**src/rtl/spi_slave_shifter_if.sv**
```systemverilog
// Pin-side and register-file-side signals of the SPI slave shifter.
// The slave modport is the shifter's view; the master modport is the view of the logic that drives it.
`timescale 1ns/1ps
interface spi_slave_shifter_if #(parameter int DATA_WIDTH = 8);
  logic                  cpol;
  logic                  cpha;
  logic                  lsbfe;
  logic                  ss;
  logic                  sclk_in;
  logic                  mosi;
  logic                  miso;
  logic                  miso_oe;
  logic [DATA_WIDTH-1:0] tx_data;
  logic                  tx_load;
  logic                  tx_ready;
  logic                  tx_underrun;
  logic [DATA_WIDTH-1:0] rx_data;
  logic                  rx_valid;
  logic                  busy;

  modport slave (
    input  cpol, cpha, lsbfe, ss, sclk_in, mosi, tx_data, tx_load,
    output miso, miso_oe, tx_ready, tx_underrun, rx_data, rx_valid, busy
  );

  modport master (
    output cpol, cpha, lsbfe, ss, sclk_in, mosi, tx_data, tx_load,
    input  miso, miso_oe, tx_ready, tx_underrun, rx_data, rx_valid, busy
  );
endinterface

```
**src/rtl/spi_slave_shifter.sv**
```systemverilog
// SPI slave datapath: synchronises sclk/ss/mosi into PCLK, shifts mosi into rx words and
// drives miso from a single-entry tx buffer.
//
//   state  | meaning
//   IDLE   | synced ss high; no edges processed, outputs released
//   ACTIVE | synced ss low; sample/shift edges move data, words run back to back
`timescale 1ns/1ps
module spi_slave_shifter #(
  parameter int DATA_WIDTH  = 8,
  parameter int SYNC_STAGES = 2
) (
  input logic           PCLK,
  input logic           PRESETn,
  spi_slave_shifter_if.slave spi
);

  localparam int CW = (DATA_WIDTH > 1) ? $clog2(DATA_WIDTH) : 1;
  localparam logic [CW-1:0] LAST_BIT = CW'(DATA_WIDTH - 1);

  typedef enum logic [0:0] {IDLE, ACTIVE} state_t;

  logic [SYNC_STAGES-1:0] sclk_sync;
  logic [SYNC_STAGES-1:0] ss_sync;
  logic [SYNC_STAGES-1:0] mosi_sync;
  logic                   sclk_s;
  logic                   ss_s;
  logic                   mosi_s;

  state_t                 state;
  logic                   sclk_d;
  logic [CW-1:0]          bit_cnt;
  logic [DATA_WIDTH-1:0]  rx_sr;
  logic [DATA_WIDTH-1:0]  tx_sr;
  logic [DATA_WIDTH-1:0]  tx_buf;
  logic                   tx_ready_r;
  logic                   tx_underrun_r;
  logic [DATA_WIDTH-1:0]  rx_data_r;
  logic                   rx_valid_r;
  logic                   word_done;

  logic                   lead_edge;
  logic                   trail_edge;
  logic                   sample_edge;
  logic                   shift_edge;
  logic                   reload;
  logic                   skip_shift;

  // ss resets to deasserted so a reset never looks like a select
  always_ff @(posedge PCLK or negedge PRESETn) begin
    if (!PRESETn) begin
      sclk_sync <= '0;
      ss_sync   <= '1;
      mosi_sync <= '0;
    end else begin
      sclk_sync <= {sclk_sync[SYNC_STAGES-2:0], spi.sclk_in};
      ss_sync   <= {ss_sync[SYNC_STAGES-2:0],   spi.ss};
      mosi_sync <= {mosi_sync[SYNC_STAGES-2:0], spi.mosi};
    end
  end

  assign sclk_s = sclk_sync[SYNC_STAGES-1];
  assign ss_s   = ss_sync[SYNC_STAGES-1];
  assign mosi_s = mosi_sync[SYNC_STAGES-1];

  always_comb begin
    lead_edge   = (state == ACTIVE) && !ss_s && (sclk_d == spi.cpol) && (sclk_s != spi.cpol);
    trail_edge  = (state == ACTIVE) && !ss_s && (sclk_d != spi.cpol) && (sclk_s == spi.cpol);
    sample_edge = spi.cpha ? trail_edge : lead_edge;
    shift_edge  = spi.cpha ? lead_edge  : trail_edge;
    // cpha=1 holds the first bit: the leading edge of a fresh word is not a shift
    skip_shift  = spi.cpha && (bit_cnt == '0);
    reload      = ((state == IDLE) && !ss_s) ||
                  (shift_edge  && !spi.cpha && (bit_cnt == '0)) ||
                  (sample_edge &&  spi.cpha && (bit_cnt == LAST_BIT));
  end

  always_ff @(posedge PCLK or negedge PRESETn) begin
    if (!PRESETn) begin
      state         <= IDLE;
      sclk_d        <= 1'b0;
      bit_cnt       <= '0;
      rx_sr         <= '0;
      tx_sr         <= '0;
      tx_buf        <= '0;
      tx_ready_r    <= 1'b1;
      tx_underrun_r <= 1'b0;
      rx_data_r     <= '0;
      rx_valid_r    <= 1'b0;
      word_done     <= 1'b0;
    end else begin
      tx_underrun_r <= 1'b0;
      rx_valid_r    <= word_done;
      word_done     <= 1'b0;
      sclk_d        <= ss_s ? spi.cpol : sclk_s;

      if (word_done)
        rx_data_r <= rx_sr;

      // a reload consumes the old buffer contents before any same-cycle write lands
      if (reload && !tx_ready_r)
        tx_ready_r <= 1'b1;
      else if (spi.tx_load && tx_ready_r) begin
        tx_buf     <= spi.tx_data;
        tx_ready_r <= 1'b0;
      end

      if (reload) begin
        tx_sr         <= tx_ready_r ? '1 : tx_buf;
        tx_underrun_r <= tx_ready_r;
      end else if (shift_edge && !skip_shift) begin
        if (spi.lsbfe)
          tx_sr <= {1'b0, tx_sr[DATA_WIDTH-1:1]};
        else
          tx_sr <= {tx_sr[DATA_WIDTH-2:0], 1'b0};
      end

      case (state)
        IDLE: begin
          bit_cnt <= '0;
          if (!ss_s)
            state <= ACTIVE;
        end
        ACTIVE: begin
          if (ss_s) begin
            state   <= IDLE;
            bit_cnt <= '0;
          end else if (sample_edge) begin
            if (spi.lsbfe)
              rx_sr <= {mosi_s, rx_sr[DATA_WIDTH-1:1]};
            else
              rx_sr <= {rx_sr[DATA_WIDTH-2:0], mosi_s};
            if (bit_cnt == LAST_BIT) begin
              bit_cnt   <= '0;
              word_done <= 1'b1;
            end else begin
              bit_cnt <= bit_cnt + CW'(1);
            end
          end
        end
        default: state <= IDLE;
      endcase
    end
  end

  assign spi.miso        = spi.lsbfe ? tx_sr[0] : tx_sr[DATA_WIDTH-1];
  assign spi.miso_oe     = (state == ACTIVE);
  assign spi.busy        = (state == ACTIVE);
  assign spi.tx_ready    = tx_ready_r;
  assign spi.tx_underrun = tx_underrun_r;
  assign spi.rx_data     = rx_data_r;
  assign spi.rx_valid    = rx_valid_r;

endmodule

```
**src/flat_wrapper.sv**
```systemverilog
// flat-port wrapper written by rule: the top's interface ports become plain ports
module spi_slave_shifter_flat 
#(
  parameter int DATA_WIDTH  = 8,
  parameter int SYNC_STAGES = 2
)
  (PCLK, PRESETn, spi_cpol, spi_cpha, spi_lsbfe, spi_ss, spi_sclk_in, spi_mosi, spi_tx_data, spi_tx_load, spi_miso, spi_miso_oe, spi_tx_ready, spi_tx_underrun, spi_rx_data, spi_rx_valid, spi_busy);
  spi_slave_shifter_if #(.DATA_WIDTH(DATA_WIDTH)) spi_i ();
  input logic PCLK;
  input logic PRESETn;
  input wire logic [$bits(spi_i.cpol)-1:0] spi_cpol;
  input wire logic [$bits(spi_i.cpha)-1:0] spi_cpha;
  input wire logic [$bits(spi_i.lsbfe)-1:0] spi_lsbfe;
  input wire logic [$bits(spi_i.ss)-1:0] spi_ss;
  input wire logic [$bits(spi_i.sclk_in)-1:0] spi_sclk_in;
  input wire logic [$bits(spi_i.mosi)-1:0] spi_mosi;
  input wire logic [$bits(spi_i.tx_data)-1:0] spi_tx_data;
  input wire logic [$bits(spi_i.tx_load)-1:0] spi_tx_load;
  output wire logic [$bits(spi_i.miso)-1:0] spi_miso;
  output wire logic [$bits(spi_i.miso_oe)-1:0] spi_miso_oe;
  output wire logic [$bits(spi_i.tx_ready)-1:0] spi_tx_ready;
  output wire logic [$bits(spi_i.tx_underrun)-1:0] spi_tx_underrun;
  output wire logic [$bits(spi_i.rx_data)-1:0] spi_rx_data;
  output wire logic [$bits(spi_i.rx_valid)-1:0] spi_rx_valid;
  output wire logic [$bits(spi_i.busy)-1:0] spi_busy;
  assign spi_i.cpol = spi_cpol;
  assign spi_i.cpha = spi_cpha;
  assign spi_i.lsbfe = spi_lsbfe;
  assign spi_i.ss = spi_ss;
  assign spi_i.sclk_in = spi_sclk_in;
  assign spi_i.mosi = spi_mosi;
  assign spi_i.tx_data = spi_tx_data;
  assign spi_i.tx_load = spi_tx_load;
  assign spi_miso = spi_i.miso;
  assign spi_miso_oe = spi_i.miso_oe;
  assign spi_tx_ready = spi_i.tx_ready;
  assign spi_tx_underrun = spi_i.tx_underrun;
  assign spi_rx_data = spi_i.rx_data;
  assign spi_rx_valid = spi_i.rx_valid;
  assign spi_busy = spi_i.busy;
  spi_slave_shifter #(.DATA_WIDTH(DATA_WIDTH), .SYNC_STAGES(SYNC_STAGES)) u_core (.PCLK(PCLK), .PRESETn(PRESETn), .spi(spi_i));
endmodule
```
**config.mk**
```make
export PLATFORM = sky130hd
export DESIGN_NAME = spi_slave_shifter_flat
export DESIGN_NICKNAME = d
export VERILOG_FILES = /design/src/rtl/spi_slave_shifter_if.sv /design/src/rtl/spi_slave_shifter.sv /design/src/flat_wrapper.sv
export SDC_FILE = /design/constraint.sdc
export NUM_CORES = 1
export LEC_CHECK = 0
export ABC_CLOCK_PERIOD_IN_PS = 3300
export BUFFER_PORTS_ARGS = -buffer_cell sky130_fd_sc_hd__buf_2
export CORE_ASPECT_RATIO = 1.25
export CORE_UTILIZATION = 50
export CTS_BUF_LIST = sky130_fd_sc_hd__clkbuf_2 sky130_fd_sc_hd__clkbuf_4 sky130_fd_sc_hd__clkbuf_8
export CTS_CLUSTER_DIAMETER = 60
export DETAILED_ROUTE_END_ITERATION = 12
export HOLD_SLACK_MARGIN = 0.15
export PLACE_DENSITY = 0.71
export SYNTH_ARGS = -nofsm -noshare
export SYNTH_HDL_FRONTEND = slang
export SYNTH_SLANG_ARGS = --single-unit
```
**constraint.sdc**
```tcl
create_clock -name PCLK -period 3.3 [get_ports PCLK]
set_input_delay 0.33 -clock PCLK [delete_from_list [all_inputs] [get_ports PCLK]]
set_output_delay 0.33 -clock PCLK [all_outputs]
set_load 0.005 [all_outputs]
```
# Word level (Yosys, flattened, before mapping)
# Cells that the tools add are included.
# word_totals
reg_bits,47
out_inout_bits,14
in_bits,17
wordCells,70
# classes
bitwise_logic,3
add_sub_neg,1
muxes,21
reduce_logical,25
n_eq_ne,6
# ops
cell,count
$mux 8,5
$logic_and 1x1->1,14
$mux 1,12
$mux 3,3
$pmux 3 s2,1
$logic_not 1->1,4
$reduce_bool 2->1,2
$add 3x1->3 const B,1
$eq 3x3->1 const B,1
$logic_not 3->1,1
$ne 3x2->1 const B,1
$not 1->1,3
$reduce_and 3->1,1
$eq 1x1->1,2
$logic_or 1x1->1,2
$ne 1x1->1,2
$reduce_and 2->1,1

# Logic depth before layout (Yosys ltp)
# Gate-level depths: netlist of the first run.
# depth
ltp_word,12
ltp_mapped,8
ltp_nobuf,7

# Worst setup path before layout of the first run
# Ideal clock, no wire load.
# synth_timing
path_type,register -> register
from,register u_core.bit_cnt[0]
to,register u_core.tx_sr[0]
arrival_ns,1.624
synth_period_minus_slack_ns,1.748
n_path_buf,1
setup_time_ns,0.125
t_required_ns,3.175
path_stages_with_launch,7
setup_slack_ns,1.552
cell_sequence,dfrtp_1 -> ha_1 -> ha_1 -> o21ai_2 -> o221a_2 -> buf_2 -> mux2_2
# synth_via
elab_chain_len,5
elab_cells_between_ends,11
classes_between,1 x eq/ne; 1 x mux; 9 x reduce/logical
# synth_rtl
item,line_no,rtl
"start, declared",spi_slave_shifter.sv:31,logic [CW-1:0] bit_cnt;
"start signal, assigned",spi_slave_shifter.sv:136,bit_cnt <= bit_cnt + CW'(1);
$logic_not 3->1,"spi_slave_shifter.sv:71, spi_slave_shifter.sv:73",
"$logic_and 1x1->1, on equally long branches","spi_slave_shifter.sv:73, spi_slave_shifter.sv:71",
$logic_or 1x1->1 or $logic_not 1->1 (tied branches),"spi_slave_shifter.sv:72, spi_slave_shifter.sv:110",
$logic_or 1x1->1 or $logic_and 1x1->1 (tied branches),"spi_slave_shifter.sv:73, spi_slave_shifter.sv:110",
$mux 8 or $reduce_bool 2->1 (tied branches),--,
"end signal, assigned",spi_slave_shifter.sv:108,tx_sr <= tx_ready_r ? '1 : tx_buf;
"end signal, assigned",spi_slave_shifter.sv:112,"tx_sr <= {1'b0, tx_sr[DATA_WIDTH-1:1]};"
"end signal, assigned",spi_slave_shifter.sv:114,"tx_sr <= {tx_sr[DATA_WIDTH-2:0], 1'b0};"
"end, declared",spi_slave_shifter.sv:33,logic [DATA_WIDTH-1:0] tx_sr;
# Parallel ways exist; a longest one is shown, timed or not.
# A chain may end at the register's enable or synchronous reset.

# Worst setup path after layout of the first run
# layout_timing
from,register u_core.bit_cnt[0]
to,register u_core.tx_sr[1]
# The elaborated chain is that of the path after synthesis.

==> results by group, run 1 <==
GRT
  – Total GRT Usage: between 10% and 20%
  – Vias in the first global route: roughly 1400
  – Remaining global-route overflow: 0
  – First-pass GRT wire length: 6130 µm
  – Initial antenna violation count: 0
  – Pin count of the biggest net entering global routing: 48

Worst setup path
  – Worst r2r src: u_core.bit_cnt[0]$_DFFE_PN0P_
  – Worst setup path end: u_core.tx_sr[1]$_DFFE_PN0P_
  – Crit Path Category: flop to flop
  – R2R Setup Slk: 990 ps
  – Worst-case reg-to-reg path depth: 6
  – Worst Path Required: roughly 3500 ps
  – Crit-path max FO: 10
  – Worst Setup SP: u_core.bit_cnt[0]$_DFFE_PN0P_
  – Crit path launch type: flop
  – Critical path endpoint category: flop
  – Worst R2R End: u_core.tx_sr[1]$_DFFE_PN0P_
  – Worst EP arrival: between 2000 and 2500 ps

Route
  – Top layer in use: met4
  – Vias per std cell: 5.33
  – Met3 wire len: 108 µm
  – Drt first pass iters: 3
  – Drt drc: 0
  – Wirelength per Cell: between 10 and 15 µm
  – Metal-1 WL: ~1400 µm
  – Metal2 WL: 2180 µm
  – DRT antenna net count: 0
  – Routed Wire Length: about 3800 µm
  – Initial DRC count: between 90 and 100
  – Via count: around 1400

STA
  – Min Clock Period, post-route: between 2000 and 2500 ps
  – Setup TNS: 0 ps
  – Max Clk Rate: approximately 0.43 GHz
  – Unrepaired setup endpoints after global routing: false
  – Worst slew pin tran: between 1000 and 1500 ps
  – Final Cycle Share: between 60% and 70%
  – Final Skew: ~8 ps
  – Slew Viols, Final: 0
  – Slew margin rel.: between 30% and 40%
  – Fin. Hold Viols: 0
  – Final setup vio count: 0

Outcome
  – Status: completed

Floorplanning
  – Die W: ~60 µm
  – Die span in y: roughly 74 µm
  – Row count: 26
  – Initial Util: about half
  – Placeable Area: slightly above 4000 µm²
  – IO Count: 31
  – Die area: approximately 4500 µm²

Place
  – Routability congestion estimate: roughly 0.74
  – Placed Cells incl. Taps: 243
  – Dpl hpwl: 2700 µm
  – # port buffers: 30

Cells and area
  – # nets final: roughly 220
  – Share of cells above drive strength 1: 36.9%
  – Layout Cells excl Fill: roughly 250
  – Area delta synth->final: 15.6%
  – Diode count: 0
  – Fill cells: 339

Yosys
  – Synth Area in Simple Gates: just under 8%
  – Synthesis-stage register bit count: 47
  – Syn_nets: 185
  – Mux cell area share after synthesis: 25.9%
  – Post-synthesis compound-gate area fraction: between 4 and 5%
  – Mapped Cells: 165
  – Synthesized area per cell: between 10 and 15 µm²
  – Yosys cell types: 25
  – Post-synthesis xor/xnor area fraction: less than 1%
  – Largest family of logic cells by synthesized area: multiplexers
  – Synth warn: 0
  – Sequential fraction of the synthesis area: 56.2%
  – Synth Cell Area: 2100 µm²
  – Post-Synth Adder-Cell Area: 1.79%

Clocking
  – Clk sinks: 47
  – CTS buffer count: 5
  – Skew-Pair Late Insertion Delay: roughly 300 ps
  – Clock transition at path regs: around 80 ps
  – CTS tree: yes
  – CTS H-tree lvls: 2
  – Resized cells post-CTS: 0
  – CTS Buffer Depth: 2
  – Clk Tree Root Cell: clkbuf_8
  – Post-CTS Setup Inserts: 0
  – # hold bufs at CTS: 3

Pwr
  – Seq pwr share: about 53%
  – Max VDD drop: 397 µV
  – NetSw: approximately 0.00044 W
  – Clk pwr share: between 20 and 30%
  – Pwr dens: approximately 650 nW/µm²
  – LEAKAGE: ~1.2 nW
  – Switching portion of total power: 27.8%
  – Combinational power share: 20.1%
  – Internal Pwr Total: roughly 0.0011 W

Job
  – Max_cap viols: 0

Min path
  – Hold Path Class: primary input to asynchronous set/reset pin
==> cells by family (layout without fill, tap and decap cells) <==
logic type | count (synthesis) | in the layout
AND/OR/NAND/NOR | 35 | 35
AO/OA/AOI/OAI | 14 | 14
adder cells (fa/ha/maj) | 3 | 3
multiplexers | 51 | 51
buffers and inverters | 14 | 47
flip-flops | 47 | 47
XOR/XNOR | 1 | 1
==> worst max-delay path: stages, from the launching register on <==
cell     delay (ps)
dfrtp_1         400
ha_1            170
ha_1            210
o21ai_2          80
o32ai_2         840
mux2i_1         190
mux2_2          300
==> metal layers <==
metal / up-vias / track usage, %
li1: 630 / -
met1: 690 / 18.7
met2: 25 / 35.8
met4: 0 / 9.30
met3: 8 / 5.39
met5: - / 0
==> synthesized netlist by cell type <==
cell type	n	area (µm²)
a21oi_1	8	40.0
and2_1	2	12.5
buf_2	2	10.0
buf_4	1	7.51
buf_6	1	11.3
clkbuf_1	5	18.8
dfrtp_1	44	1100
dfstp_2	3	78.8
ha_1	3	37.5
inv_1	5	18.8
mux2_2	27	304
mux2i_1	24	240
nand2_1	7	26.3
nand2b_1	1	6.26
nand3_1	3	15.0
nand3b_1	1	7.51
nor2_1	17	63.8
nor2b_1	3	18.8
nor2b_4	1	13.8
o2111ai_1	1	8.76
o21a_1	2	15.0
o21ai_2	1	8.76
o221a_2	1	11.3
o32ai_2	1	16.3
xnor2_1	1	8.76
==> how the worst min path moves through the flow <==
| stage | from | endpoint |
|---|---|---|
| after detailed placement | u_core.sclk_sync[0]$_DFF_PN0_ | u_core.sclk_sync[1]$_DFF_PN0_ |
| after global placement | u_core.sclk_sync[0]$_DFF_PN0_ | u_core.sclk_sync[1]$_DFF_PN0_ |
| after floorplan | PRESETn | u_core.bit_cnt[0]$_DFFE_PN0P_ |
| after CTS | PRESETn | u_core.tx_buf[5]$_DFFE_PN0P_ |
| after global routing | spi_tx_data[5] | u_core.tx_buf[5]$_DFFE_PN0P_ |
| final | PRESETn | u_core.sclk_d$_DFF_PN0_ |
==> flip-flops by register name (all words and copies together) (netlist names) <==
name,cells
u_core.word_done,1
u_core.spi.busy,1
u_core.spi.tx_underrun,1
u_core.ss_sync,2
u_core.spi.rx_valid,1
u_core.spi.tx_ready,1
u_core.mosi_sync,2
u_core.sclk_d,1
u_core.tx_buf,8
u_core.sclk_sync,2
u_core.bit_cnt,3
u_core.tx_sr,8
u_core.rx_sr,8
u_core.spi.rx_data,8
==> power by group through the flow <==
stage	Combinational (W)	Sequential [W]	Clock, W
4_1_cts	0.000325	0.000832	0.000445
2_1_floorplan	0.000253	0.000797	0
3_5_place_dp	0.000321	0.000843	0
3_3_place_gp	0.000297	0.000833	0
6_report	0.000318	0.000833	0.000428
5_1_grt	0.000355	0.000852	0.000463
==> placed cells by master, fill, tap and decap left out, drive strengths merged, types with 2 or more instances in the layout <==
| cell | count |
|---|---|
| dlygate4sd3 | 3 |
| nand2 | 7 |
| and2 | 2 |
| buf | 31 |
| clkbuf | 6 |
| nor2 | 17 |
| dfrtp | 44 |
| ha | 3 |
| inv | 5 |
| dfstp | 3 |
| mux2i | 24 |
| nand3 | 3 |
| a21oi | 8 |
| mux2 | 27 |
| nor2b | 4 |
| o21a | 2 |
==> stage by stage <==
step           power, W  worst slack [ps]  hold WS, ps  utilization (%)  area, µm²
2_1_floorplan   0.00105              1550         34.4                -       2100
3_3_place_gp    0.00113              1120          332             56.1       2280
3_5_place_dp    0.00116               962          336             56.1       2280
4_1_cts         0.00160               932          228             59.7       2430
5_1_grt         0.00167               856          245             59.7       2430
6_report        0.00158               995          204             59.7       2430
==> cell type report <==
class,instances,area (µm²),share of cell area [%]
well taps,56,70.1,2.89
repair buffers,34,188,7.73
flip-flops and latches,47,1180,48.6
inverters,5,18.8,0.773
multi-input cells,104,855,35.2
clock buffers,6,82.6,3.40
clock inverters,2,35.0,1.44
(Power assumes the default switching activity.)
==> run 2, diff against run 1 <==
- ABC_CLOCK_PERIOD_IN_PS: 3300 -> 2200
- clock period: 3.3 -> 2.2 ns (I/O delays scaled with it)
==> results by group, run 2 (synthesis gave the netlist of run 1 again) <==
Outcome
  – Status: completed (unchanged)

Floorplanning
  – Placeable Area: 4070 µm² (unchanged)
  – Die area: 4470 µm² (unchanged)
  – Row count: 26 (unchanged)
  – Die span in y: 74.5 µm (unchanged)
  – Die W: 60.0 µm (unchanged)
  – Initial Util: 51.7% (unchanged)
  – IO Count: 31 (unchanged)

Cells and area
  – Share of cells above drive strength 1: 36.5% (was 36.9%)
  – Commonest cells after routing, fill and taps aside: 44 x dfrtp_1, 30 x buf_2, 27 x mux2_2 (unchanged)
  – Layout Cells excl Fill: 264 (was 254)
  – Diode count: 0 (unchanged)
  – FF/Latch Area: 1180 µm² (unchanged)
  – Fill cells: 319 (was 339)
  – Util after Layout: 62.9% (was 59.7%)
  – # nets final: 227 (was 217)
  – Multi-input logic area: 868 µm² (was 855 µm²)
  – Leading cell type in the layout, fill and taps excluded: dfrtp_1 (unchanged)
  – Finished Cell Area: 2560 µm² (was 2430 µm²)
  – Area delta synth->final: 21.8% (was 15.6%)

Route
  – Vias per std cell: 5.14 (was 5.33)
  – Drt first pass iters: 4 (was 3)
  – Routed Wire Length: 3730 µm (was 3770 µm)
  – Wirelength per Cell: 14.1 µm (was 14.8 µm)
  – DRT antenna net count: 0 (unchanged)
  – Via count: 1356 (was 1353)
  – Drt drc: 0 (unchanged)
  – Initial DRC count: 38 (was 99)

Pwr
  – Total Power Consumption: 0.00237 W (was 0.00158 W)
  – Max VDD drop: 522 µV (was 397 µV)
  – Pwr dens: 927 nW/µm² (was 650 nW/µm²)
  – LEAKAGE: 1.23 nW (was 1.18 nW)

STA
  – Fin. Hold Viols: 0 (unchanged)
  – Final Skew: 6.01 ps (was 7.98 ps)
  – Min Clock Period, post-route: 1880 ps (was 2310 ps)
  – Worst hold slack: 165 ps (was 204 ps)
  – Unrepaired setup endpoints after global routing: false (unchanged)
  – Worst slew pin tran: 684 ps (was 1020 ps)
  – Max Clk Rate: 0.531 GHz (was 0.434 GHz)
  – Final setup vio count: 0 (unchanged)
  – Slew margin rel.: 54.2% (was 31.8%)
  – Slew Viols, Final: 0 (unchanged)
  – Final Cycle Share: 85.6% (was 69.9%)

Job
  – Max_cap viols: 0 (unchanged)

Clocking
  – Clk Tree Root Cell: clkbuf_8 (unchanged)
  – Skew-Pair Late Insertion Delay: 290 ps (was 300 ps)
  – CTS Buffer Depth: 2 (unchanged)
  – Clk sinks: 47 (unchanged)
  – CTS buffer count: 5 (unchanged)
  – CTS tree: yes (unchanged)
  – CTS H-tree lvls: 2 (unchanged)
  – Clock transition at path regs: 80 ps (about the same)

Place
  – # port buffers: 30 (unchanged)
  – Placed inst area: 2300 µm² (was 2280 µm²)
  – Dpl hpwl: 2640 µm (was 2700 µm)
  – Routability congestion estimate: 0.695 (was 0.739)
  – Placed Cells incl. Taps: 244 (was 243)

GRT
  – Total GRT Usage: 19.2% (was 19.1%)
  – Vias in the first global route: 1369 (was 1428)
  – Pin count of the biggest net entering global routing: 48 (unchanged)
  – First-pass GRT wire length: 6180 µm (was 6130 µm)
  – Remaining global-route overflow: 0 (unchanged)
  – Initial antenna violation count: 0 (unchanged)

Worst setup path
  – R2R Setup Slk: 320 ps (was 990 ps)
  – Worst setup path end: u_core.tx_sr[7]$_DFFE_PN0P_ (was u_core.tx_sr[1]$_DFFE_PN0P_)
  – Worst Setup SP: u_core.bit_cnt[0]$_DFFE_PN0P_ (unchanged)
  – Worst R2R End: u_core.tx_sr[7]$_DFFE_PN0P_ (was u_core.tx_sr[1]$_DFFE_PN0P_)
  – Crit-path max FO: 8 (was 10)
  – Critical path endpoint category: flop (unchanged)
  – Worst Path Required: 2380 ps (was 3490 ps)
  – Crit Path Category: flop to flop (unchanged)
  – Worst EP arrival: 2070 ps (was 2490 ps)
  – Crit path launch type: flop (unchanged)
  – Worst-case reg-to-reg path depth: 5 (was 6)
  – Worst r2r src: u_core.bit_cnt[0]$_DFFE_PN0P_ (unchanged)

Min path
  – Hold Path Class: primary input to flop (was primary input to asynchronous set/reset pin)
run 2: cell count changes in the layout (fill, tap and decap cells not counted), sizes merged:
cell	before	now
dlygate4sd3	3	11
clkbuf	6	7
clkinv	1	0
buf	31	33
run 2: worst max-delay path: stages, from the launching register on:
cell     delay [ps]
dfrtp_1         430
ha_1            210
ha_1            220
o21ai_2         190
o221a_2         350
mux2_2          360
run 2: metal layers:
layer,track usage (%),part of all wire (%),up-vias
met5,0,0,-
met3,5.74,2.9,6
met2,35.3,55,28
met1,20.5,41,672
met4,6.98,1.5,0
li1,-,-,650
run 2: report_power, final:
part	internal (W)	switching, W	total, W
clock	0.000364	0.000262	0.000626
sequential	0.00107	0.000169	0.00124
combinational	0.000287	0.000216	0.000502
run 2: how the worst min path moves through the flow:
stage,from,to,slack [ps],cells after the start
4_1_cts,spi_tx_data[6],u_core.tx_buf[6]$_DFFE_PN0P_,150,2
6_report,spi_tx_data[6],u_core.tx_buf[6]$_DFFE_PN0P_,160,2
3_3_place_gp,PRESETn,u_core.spi.busy$_DFF_PN0_,220,2
5_1_grt,spi_tx_data[6],u_core.tx_buf[6]$_DFFE_PN0P_,160,2
2_1_floorplan,PRESETn,u_core.bit_cnt[0]$_DFFE_PN0P_,-80,0
3_5_place_dp,PRESETn,u_core.spi.busy$_DFF_PN0_,220,2
run 2: area by class of cell:
cell class	instances	area share [%]
flip-flops and latches	47	46.1
multi-input cells	104	33.9
repair buffers	44	12.0
clock buffers	7	3.28
well taps	56	2.74
clock inverters	1	1.17
inverters	5	0.733
run 2: stage by stage:
stage,TNS [ps],setup slack [ps]
2_1_floorplan,0,452
3_3_place_gp,0,19.3
3_5_place_dp,-628,-111
4_1_cts,0,130
5_1_grt,0,208
6_report,0,317
run 2: what timing repair did:
action,CTS,global route
hold endpoints to repair,56,1
hold buffers,10,1
setup buffers,0,1
setup endpoints to repair,8,17
gates resized for setup,1,1
pin swaps,0,1
==> run 3, diff against run 2 <==
- PLACE_DENSITY: 0.71 -> not set
- PLACE_DENSITY_LB_ADDON: not set -> 0.05
==> results by group, run 3 (synthesis gave the netlist of run 1 again) <==
Place
  – Dpl hpwl: 2610 µm (was 2640 µm)
  – # port buffers: 30 (unchanged)
  – Routability congestion estimate: 0.777 (was 0.695)

Clocking
  – CTS buffer count: 5 (unchanged)
  – Clk Tree Root Cell: clkbuf_8 (unchanged)
  – Skew-Pair Late Insertion Delay: 290 ps (about the same)
  – CTS H-tree lvls: 2 (unchanged)
  – Clk sinks: 47 (unchanged)
  – Clock transition at path regs: 80 ps (about the same)
  – CTS Buffer Depth: 2 (unchanged)
  – CTS tree: yes (unchanged)

Route
  – Drt drc: 0 (unchanged)
  – Routed Wire Length: 3570 µm (was 3730 µm)
  – Vias per std cell: 5.03 (was 5.14)
  – DRT antenna net count: 0 (unchanged)
  – Initial DRC count: 76 (was 38)
  – Via count: 1303 (was 1356)
  – Wirelength per Cell: 13.8 µm (was 14.1 µm)
  – Drt first pass iters: 4 (unchanged)

Cells and area
  – Leading cell type in the layout, fill and taps excluded: dfrtp_1 (unchanged)
  – Commonest cells after routing, fill and taps aside: 44 x dfrtp_1, 30 x buf_2, 27 x mux2_2 (unchanged)
  – # nets final: 222 (was 227)
  – Diode count: 0 (unchanged)
  – Share of cells above drive strength 1: 37.4% (was 36.5%)
  – Area delta synth->final: 16.3% (was 21.8%)

STA
  – Worst slew pin tran: 667 ps (was 684 ps)
  – Setup TNS: 0 ps (unchanged)
  – Fin. Hold Viols: 0 (unchanged)
  – Final Cycle Share: 84.4% (was 85.6%)
  – Slew margin rel.: 55.3% (was 54.2%)
  – Min Clock Period, post-route: 1860 ps (was 1880 ps)
  – Unrepaired setup endpoints after global routing: false (unchanged)
  – Final setup vio count: 0 (unchanged)
  – Final Skew: 5.25 ps (was 6.01 ps)
  – Max Clk Rate: 0.538 GHz (was 0.531 GHz)
  – Slew Viols, Final: 0 (unchanged)

Pwr
  – Pwr dens: 905 nW/µm² (was 927 nW/µm²)
  – Total Power Consumption: 0.00221 W (was 0.00237 W)
  – LEAKAGE: 1.19 nW (was 1.23 nW)
  – Max VDD drop: 524 µV (was 522 µV)

GRT
  – Vias in the first global route: 1276 (was 1369)
  – Remaining global-route overflow: 0 (unchanged)
  – First-pass GRT wire length: 5630 µm (was 6180 µm)
  – Pin count of the biggest net entering global routing: 31 (was 48)
  – Total GRT Usage: 17.5% (was 19.2%)
  – Initial antenna violation count: 0 (unchanged)

Worst setup path
  – Crit path launch type: flop (unchanged)
  – Critical path endpoint category: flop (unchanged)
  – Crit Path Category: flop to flop (unchanged)
  – Worst EP arrival: 2040 ps (was 2070 ps)
  – R2R Setup Slk: 340 ps (was 320 ps)
  – Worst Setup SP: u_core.bit_cnt[0]$_DFFE_PN0P_ (unchanged)
  – Worst R2R End: u_core.tx_sr[7]$_DFFE_PN0P_ (unchanged)
  – Worst setup path end: u_core.tx_sr[7]$_DFFE_PN0P_ (unchanged)
  – Worst-case reg-to-reg path depth: 7 (was 5)
  – Worst Path Required: 2380 ps (about the same)
  – Crit-path max FO: 10 (was 8)
  – Worst r2r src: u_core.bit_cnt[0]$_DFFE_PN0P_ (unchanged)

Floorplanning
  – Row count: 26 (unchanged)
  – Die span in y: 74.5 µm (unchanged)
  – IO Count: 31 (unchanged)
  – Initial Util: 51.7% (unchanged)
  – Placeable Area: 4070 µm² (unchanged)
  – Die area: 4470 µm² (unchanged)
  – Die W: 60.0 µm (unchanged)

Outcome
  – Status: completed (unchanged)

Job
  – Max_cap viols: 0 (unchanged)

Min path
  – Hold Path Class: primary input to flop (unchanged)
==> run 3: cell count changes in the layout (fill, tap and decap cells not counted), sizes merged <==
cell and delta:
dlygate4sd3 -5, clkinv +3, clkbuf -2, bufinv -1
==> run 3: report_power, final <==
| group | switching (W) | total (W) | internal, W |
|---|---|---|---|
| clock | 0.000267 | 0.000485 | 0.000217 |
| combinational | 0.000204 | 0.000478 | 0.000274 |
| sequential | 0.000174 | 0.00125 | 0.00107 |
==> run 3: layout make-up <==
type,count,area [µm²]
Clock buffer,5,68.8
Fill cell,349,1620
Timing Repair Buffer,39,233
Multi-Input combinational cell,104,857
Inverter,5,18.8
Sequential cell,47,1180
Tap cell,56,70.1
Clock inverter,3,15.0
==> run 3: worst min-delay path by stage <==
stage,startpoint,endpoint,slack (ps),depth (start not counted)
floorplan,PRESETn,u_core.bit_cnt[0]$_DFFE_PN0P_,-80,0
global placement,PRESETn,u_core.tx_sr[1]$_DFFE_PN0P_,290,1
detailed placement,PRESETn,u_core.tx_sr[1]$_DFFE_PN0P_,280,1
CTS,spi_tx_data[6],u_core.tx_buf[6]$_DFFE_PN0P_,150,2
global route,spi_tx_data[4],u_core.tx_buf[4]$_DFFE_PN0P_,160,2
finish,spi_tx_data[6],u_core.tx_buf[6]$_DFFE_PN0P_,160,2
==> run 3: timing repair <==
item	4_1_cts	5_1_grt
endpoints found under the setup margin	0	3
setup buffers	0	0
hold buffers	6	0
endpoints found under the hold margin	30	0
gates resized for setup	0	1
==> run 3: critical path: stages (launching register included) <==
cell and delay [ps]:
dfrtp_1 400, ha_1 170, ha_1 230, o21ai_2 80, o32ai_2 260, buf_4 250, mux2i_1 100, mux2_2 260
==> run 3: through the flow <==
| step | setup WS, ps | std cells | util [%] | hold slack [ps] | cell area (µm²) |
|---|---|---|---|---|---|
| 3_5_place_dp | 226 | 245 | 56.5 | 284 | 2300 |
| 6_report | 342 | 259 | 60.1 | 163 | 2440 |
| 3_3_place_gp | 319 | 245 | 56.5 | 287 | 2300 |
| 4_1_cts | 194 | 259 | 60.0 | 152 | 2440 |
| 5_1_grt | 240 | 259 | 60.1 | 157 | 2440 |
| 2_1_floorplan | 452 | 165 | - | -75.6 | 2100 |
==> run 3: metal layers <==
| layer | wire (µm) | vias to the layer above | global-route usage, % |
|---|---|---|---|
| li1 | - | 637 | - |
| met1 | 1460 | 632 | 19.3 |
| met2 | 1920 | 28 | 31.6 |
| met3 | 137 | 6 | 5.04 |
| met4 | 57 | 0 | 6.20 |
| met5 | 0 | - | 0 |
